`src/rtl/hazard_ctrl.sv`:
```
// Pipeline hazard/halt controller: load-use stall, branch squash, halt drain.
// Ports: clk, rst (async active-low), IF/ID source fields, ID/EX load/dst,
//   ex_branch_taken in; pc_wen, ifid_wen, ifid_flush, idex_bubble, halted out.
// Optional HAZ_PERF_CNT_EN: adds CNT_W parameter and the saturating
//   stall_cycles / flush_count counter ports.
module hazard_ctrl #(
    parameter int DRAIN_CYCLES = 4
`ifdef HAZ_PERF_CNT_EN
    ,
    parameter int CNT_W = 16
`endif
) (
    input  logic       clk,
    input  logic       rst,
    input  logic [3:0] IFIDrs,
    input  logic [3:0] IFIDrt,
    input  logic       IFIDuse_rs,
    input  logic       IFIDuse_rt,
    input  logic       IFIDHLT,
    input  logic       IDEXMemRead,
    input  logic [3:0] IDEXdst,
    input  logic       ex_branch_taken,
    output logic       pc_wen,
    output logic       ifid_wen,
    output logic       ifid_flush,
    output logic       idex_bubble,
    output logic       halted
`ifdef HAZ_PERF_CNT_EN
    ,
    output logic [CNT_W-1:0] stall_cycles,
    output logic [CNT_W-1:0] flush_count
`endif
);

    typedef enum logic [1:0] {
        S_RUN,
        S_DRAIN,
        S_HALTED
    } state_t;

    localparam logic [3:0] DCNT_INIT = 4'(DRAIN_CYCLES - 1);

    state_t     state_q, state_d;
    logic [3:0] dcnt_q, dcnt_d;
    logic       lu;

    // R0 is hardwired zero, so a load to R0 never creates a hazard.
    assign lu = IDEXMemRead && (IDEXdst != 4'd0) &&
                ((IFIDuse_rs && (IFIDrs == IDEXdst)) ||
                 (IFIDuse_rt && (IFIDrt == IDEXdst)));

    always_comb begin
        state_d     = state_q;
        dcnt_d      = dcnt_q;
        pc_wen      = 1'b0;
        ifid_wen    = 1'b0;
        ifid_flush  = 1'b0;
        idex_bubble = 1'b1;
        halted      = 1'b0;
        unique case (state_q)
            S_RUN: begin
                if (ex_branch_taken) begin
                    // Squashes any load-use or HLT seen this cycle.
                    pc_wen     = 1'b1;
                    ifid_wen   = 1'b1;
                    ifid_flush = 1'b1;
                end else if (lu) begin
                    idex_bubble = 1'b1;
                end else if (IFIDHLT) begin
                    // HLT moves into ID/EX; fetch stops behind it.
                    ifid_wen    = 1'b1;
                    ifid_flush  = 1'b1;
                    idex_bubble = 1'b0;
                    state_d     = S_DRAIN;
                    dcnt_d      = DCNT_INIT;
                end else begin
                    pc_wen      = 1'b1;
                    ifid_wen    = 1'b1;
                    idex_bubble = 1'b0;
                end
            end
            S_DRAIN: begin
                if (dcnt_q == 4'd0) begin
                    state_d = S_HALTED;
                end else begin
                    dcnt_d = dcnt_q - 4'd1;
                end
            end
            S_HALTED: begin
                halted = 1'b1;
            end
            default: begin
                state_d = S_RUN;
            end
        endcase
        // Hold the pipeline quiescent while reset is asserted.
        if (!rst) begin
            pc_wen      = 1'b0;
            ifid_wen    = 1'b0;
            ifid_flush  = 1'b0;
            idex_bubble = 1'b1;
            halted      = 1'b0;
        end
    end

    always_ff @(posedge clk or negedge rst) begin
        if (!rst) begin
            state_q <= S_RUN;
            dcnt_q  <= 4'd0;
        end else begin
            state_q <= state_d;
            dcnt_q  <= dcnt_d;
        end
    end

`ifdef HAZ_PERF_CNT_EN
    logic [CNT_W-1:0] stall_q, stall_d;
    logic [CNT_W-1:0] flush_q, flush_d;
    logic             run;

    assign run = (state_q == S_RUN);

    always_comb begin
        stall_d = stall_q;
        flush_d = flush_q;
        if (run && lu && !ex_branch_taken && (stall_q != '1)) begin
            stall_d = stall_q + 1'b1;
        end
        if (run && ex_branch_taken && (flush_q != '1)) begin
            flush_d = flush_q + 1'b1;
        end
    end

    always_ff @(posedge clk or negedge rst) begin
        if (!rst) begin
            stall_q <= '0;
            flush_q <= '0;
        end else begin
            stall_q <= stall_d;
            flush_q <= flush_d;
        end
    end

    assign stall_cycles = stall_q;
    assign flush_count  = flush_q;
`endif

endmodule

```
`config.mk`:
```
export PLATFORM = sky130hd
export DESIGN_NAME = hazard_ctrl
export DESIGN_NICKNAME = d
export VERILOG_FILES = /design/src/rtl/hazard_ctrl.sv
export SDC_FILE = /design/constraint.sdc
export NUM_CORES = 1
export LEC_CHECK = 0
export ABC_AREA = 1
export ABC_CLOCK_PERIOD_IN_PS = 2600
export CAP_MARGIN = 25
export CORE_AREA = 8 8 45 47
export CTS_CLUSTER_DIAMETER = 150
export DETAILED_ROUTE_END_ITERATION = 6
export DIE_AREA = 0 0 53 55
export GPL_ROUTABILITY_DRIVEN = 0
export HOLD_SLACK_MARGIN = 0.02
export PLACE_DENSITY = 0.79
export SYNTH_ARGS = -nofsm -noshare
export SYNTH_HDL_FRONTEND = slang
export SYNTH_SLANG_ARGS = --single-unit
```
`constraint.sdc`:
```
create_clock -name clk -period 2.6 [get_ports clk]
set_input_delay 0.52 -clock clk [delete_from_list [all_inputs] [get_ports clk]]
set_output_delay 0.52 -clock clk [all_outputs]
set_load 0.1 [all_outputs]
```
# --- Word-level counts from Yosys, hierarchy flattened ---
# Cells that the tools add are included.
totals:
  reg_bits: 6
  latch_bits: 0
  ram_bits: 0
  mem_bits_ro: 0
  input_bits: 19
  elab_cells: 54
  memories: 0
op_classes:
  add_sub_neg: 1
  multipliers: 0
  div: 0
  magnitude_cmp: 0
  n_eq_ne: 9
  shift: 0
  mux: 30
  n_bitwise: 1
  n_reduce_logical: 11
op_table:
  columns: ["operator", "n"]
  rows:
  - ["$mux W1", 20]
  - ["$mux W4", 4]
  - ["$ne A2 B2 Y1 const B", 5]
  - ["$reduce_and A5 Y1", 2]
  - ["$eq A4 B4 Y1", 2]
  - ["$mux W2", 4]
  - ["$pmux W4 S2", 1]
  - ["$pmux W2 S3", 1]
  - ["$logic_and A1 B1 Y1", 4]
  - ["$logic_not A4 Y1", 1]
  - ["$reduce_bool A4 Y1", 1]
  - ["$sub A4 B1 Y4 const B", 1]
  - ["$eq A2 B1 Y1 const B", 1]
  - ["$eq A2 B2 Y1 const B", 1]
  - ["$logic_not A2 Y1", 1]
  - ["$reduce_bool A2 Y1", 1]
  - ["$logic_or A1 B1 Y1", 1]
  - ["$not A1 Y1", 1]

# --- Logic depth before layout (Yosys ltp) ---
logic_depth:
  depth_word: 8
  depth_mapped: 12
  mapped_depth_nobuf: 12

# --- Least setup slack after synthesis ---
# No wires, ideal clock.
synth_timing:
  path_kind: "input port to output port"
  start: "input port rst"
  end: "output port halted"
  arrival_ps: 2579
  setup_slack_ps: -499
  stages: 2
  path_buffers: 0
  cell_sequence: "inv_1 nor3_1"
synth_via:
  elab_chain_cells: 1
synth_lines:
  columns: ["element", "line_no", "text"]
  rows:
  - ["from (decl)", "14", "input logic rst,"]
  - ["$mux W1", "97", "if (!rst) begin"]
  - ["to (decl)", "27", "output logic halted"]
# No other way between the ends.

# --- Worst setup path after layout ---
layout_timing:
  start: "input port IDEXdst[1]"
  end: "output port pc_wen"
layout_via:
  elab_chain_cells: 8
  word_cells_on_any_way: 12
  cone_classes: "eq/ne (2); mux (4); reduce/logical (6)"
layout_lines:
  columns: ["element", "line_no", "text"]
  rows:
  - ["from (decl)", "21", "input logic [3:0] IDEXdst,"]
  - ["$eq A4 B4 Y1 (on tied branches)", "49, 50", null]
  - ["$logic_and A1 B1 Y1 (on tied branches)", "49, 50", null]
  - ["$logic_or A1 B1 Y1", "49", "((IFIDuse_rs && (IFIDrs == IDEXdst)) ||"]
  - ["$logic_and A1 B1 Y1 (*)", "48", "assign lu = IDEXMemRead && (IDEXdst != 4'd0) &&"]
  - ["$mux W1 (*)", "67", "end else if (lu) begin"]
  - ["$mux W1 (*)", "62", "if (ex_branch_taken) begin"]
  - ["$mux W1 (*)", "60", "unique case (state_q)"]
  - ["$mux W1 (*)", "97", null]
  - ["to (decl)", "23", "output logic pc_wen,"]
# Every way passes the cells marked *; elsewhere a longest branch is shown, timed or not.

==> run metrics <==
synthesized area per cell=5.91 um^2; Worst Path Buf+Inv=2; startpoint class of the critical path=input pin; via count=638; number of cells on the worst reg-to-reg path=8; slew at the pin with the worst max-slew slack=0.336 ns; MaxCap Viol Count=0; clock net sink count=6; Largest delay share family, worst path=buffers and inverters; endpoint of the worst hold-timing path=dcnt_q[1]; final number of hold-violating endpoints=0; Die Area=0.00292 mm^2; starting density of the core=0.401; worst setup slack after layout=0.0952 ns; number of cells produced by synthesis=94; CTS tree=yes; Max Clock Skew=0.00305 ns; reported net switching power=0.0000581 W; commonest cells after routing, fill and taps aside=sky130_fd_sc_hd__nand2_1 (30), sky130_fd_sc_hd__clkdlybuf4s50_1 (18), sky130_fd_sc_hd__inv_1 (16), sky130_fd_sc_hd__nor2_1 (9), sky130_fd_sc_hd__nand3_1 (8); number of placed instances, taps included=133; Place WS=0.0953 ns; number of nets produced by synthesis=114; Period minus WS final=2.50 ns; net switching fraction of the power=0.242; Remaining Overflow, GRT=0; hold-critical path depth=2; site row count=14; sequential power share=0.390; worst flop-to-flop path endpoint=dcnt_q[2]; Leakage=0.461 nW; CP Cell Sequence=clkdlybuf4s50_1 -> nor3_1 -> a21boi_0 -> nand3_1 -> nand2_1 -> a21oi_1 -> buf_12; peak supply drop=252 uV; number of global-route vias before repair=652; total of hold buffers inserted after clock tree synthesis=0; number of max-slew violations in the final report=0; Routed Wire Length=1.46 mm; floorplan core area=0.00138 mm^2; post-synthesis cell type count=20; CP max stage cell=sky130_fd_sc_hd__clkdlybuf4s50_1; Antenna Violating Nets Remaining=0; drt initial violations=8; Reg2Reg Launch Point=dcnt_q[0]; Port Buffers=23; Total Routing Usage GR=0.119; reg-to-reg slack, setup=1.24 ns; DRC violations left=0; first-pass GRT wire length=2.64 mm; share of synthesized area occupied by flip-flops and latches=0.270; clock buffer count from CTS=3; first-pass iteration count of the detailed router=4; share of total power in the clock network=0.331; headroom to the max-slew limit=0.775; RSZ-0062 raised after global routing=true; clock latency on the worst-skew pair=0.23 ns; number of I/O pins=24; required time reported for the critical path endpoint=2.08 ns; largest stage delay on the critical path=0.48 ns; via count normalized by instance count=4.69; number of failing setup endpoints in the final timing report=0; buffers from clock root to sink, at most=2; count of synthesis-stage warnings from yosys=0; floorplan die height=55 um; average routed wire per standard cell=10.7 um; number of nets at the end of the flow=142; Layout Cells excl Fill=136; Gate power share=0.279; final period utilization=0.963; classification of the worst setup path=input pin to primary output; total power density per cell area=272 mW/mm^2; half-perimeter wire length after detailed placement=1.26 mm; commonest non-fill, non-tap cell in the layout=sky130_fd_sc_hd__nand2_1; number of antenna violations at the first check in global routing=0; number of diodes added for antenna fixing=0; largest net degree at the start of global routing=9; cell chosen for the clock root=sky130_fd_sc_hd__clkbuf_4; synthesized area=556 um^2; Die X=53 um; min-delay worst type=flip-flop to flip-flop; largest fanout on the critical path=4; highest attainable clock frequency=399 MHz; area growth from synthesis to final layout=59.0%; CP endpoint kind=primary output; result of the run=complete, no violations; fillers=119; worst hold start=dcnt_q[1]; endpoint arrival time on the critical path=1.98 ns; setup bufs post-CTS=0; total internal power=0.000182 W; CTS-repair resized insts=0; fraction of layout cells with a size suffix above 1=0.158; maximum level of the CTS H-tree=1; clock transition at the registers of the reported paths=0.04 ns; flip-flop and latch count after synthesis=6
stage by stage:
step | hold slack, ns | power, W | TNS, ns | area [um^2] | utilization
finish | 0.473 | 0.000241 | 0 | 883 | 0.638
global route | 0.522 | 0.000255 | -0.0764 | 883 | 0.638
floorplan | 0.224 | 0.000122 | -0.725 | 561 | -
CTS | 0.477 | 0.000247 | 0 | 883 | 0.638
global placement | 0.459 | 0.000161 | 0 | 861 | 0.622
detailed placement | 0.466 | 0.000162 | 0 | 861 | 0.622
logic make-up (layout without fill, tap and decap cells):
kind of cell,count (synthesis),count (layout),synth area share
buffers and inverters,19,45,0.128
xor gates and xnor gates,2,2,0.0315
adders and majority gates,1,1,0.0225
DFF,6,6,0.270
AOI/OAI and AO/OA,7,7,0.0698
and+or+nand+nor,59,59,0.478
power groups by stage:
stage	Sequential [W]	Clock [W]	Combinational, W
final	0.0000938	0.0000797	0.0000670
after floorplan	0.0000951	0	0.0000273
after CTS	0.0000937	0.0000854	0.0000677
after detailed placement	0.0000951	0	0.0000671
after global routing	0.0000936	0.0000873	0.0000745
after global placement	0.0000951	0	0.0000664
synth_stat cells:
cell type,instances,area share
sky130_fd_sc_hd__a31oi_1,1,0.011
sky130_fd_sc_hd__nand2_4,1,0.020
sky130_fd_sc_hd__nor2_2,3,0.034
sky130_fd_sc_hd__nand4_1,1,0.011
sky130_fd_sc_hd__dfrtp_1,6,0.27
sky130_fd_sc_hd__inv_2,2,0.014
sky130_fd_sc_hd__or2_2,1,0.011
sky130_fd_sc_hd__nand2_1,30,0.20
sky130_fd_sc_hd__nor3_1,2,0.018
sky130_fd_sc_hd__clkinv_1,1,0.0068
sky130_fd_sc_hd__nor2_1,9,0.061
sky130_fd_sc_hd__xnor2_1,2,0.032
sky130_fd_sc_hd__a21oi_1,3,0.027
sky130_fd_sc_hd__nor3b_1,1,0.014
sky130_fd_sc_hd__inv_1,16,0.11
sky130_fd_sc_hd__a21boi_0,1,0.014
sky130_fd_sc_hd__o21ai_0,2,0.018
sky130_fd_sc_hd__nand3_1,8,0.072
sky130_fd_sc_hd__nand2_2,3,0.034
sky130_fd_sc_hd__ha_1,1,0.023
worst min-delay path: stages, from the launching register on:
cell,delay [ns]
sky130_fd_sc_hd__dfrtp_1,0.34
sky130_fd_sc_hd__nand2_1,0.05
sky130_fd_sc_hd__nand2_1,0.05
worst max-delay path by stage:
stage / start / end / cells after the start
2_1_floorplan: IFIDrt[2] / ifid_flush / 9
3_3_place_gp: IDEXdst[1] / ifid_flush / 7
3_5_place_dp: IDEXdst[2] / pc_wen / 11
4_1_cts: IDEXdst[1] / pc_wen / 10
5_1_grt: IDEXdst[1] / ifid_flush / 7
6_report: IDEXdst[1] / pc_wen / 7
sequential cells by signal (all words and copies together), names as in the netlist:
name / flops
dcnt_q: 4
state_q: 2
layout make-up:
cell class | instances | area [um^2] | share of cell area
Clock buffer | 3 | 22.5 | 0.0255
Inverter | 19 | 71.3 | 0.0807
Multi-Input combinational cell | 69 | 339 | 0.384
Sequential cell | 6 | 150 | 0.170
Tap cell | 16 | 20.0 | 0.0227
Timing Repair Buffer | 23 | 280 | 0.317
per-layer routing:
layer,vias up,global-route usage,share of wire,wire length (um)
li1,339,-,-,-
met1,280,0.131,0.45,649
met2,17,0.207,0.49,712
met3,2,0.0241,0.060,88
met4,0,0.0733,0.0055,8
met5,-,0,0,0
Power figures use the tool's default switching activity.
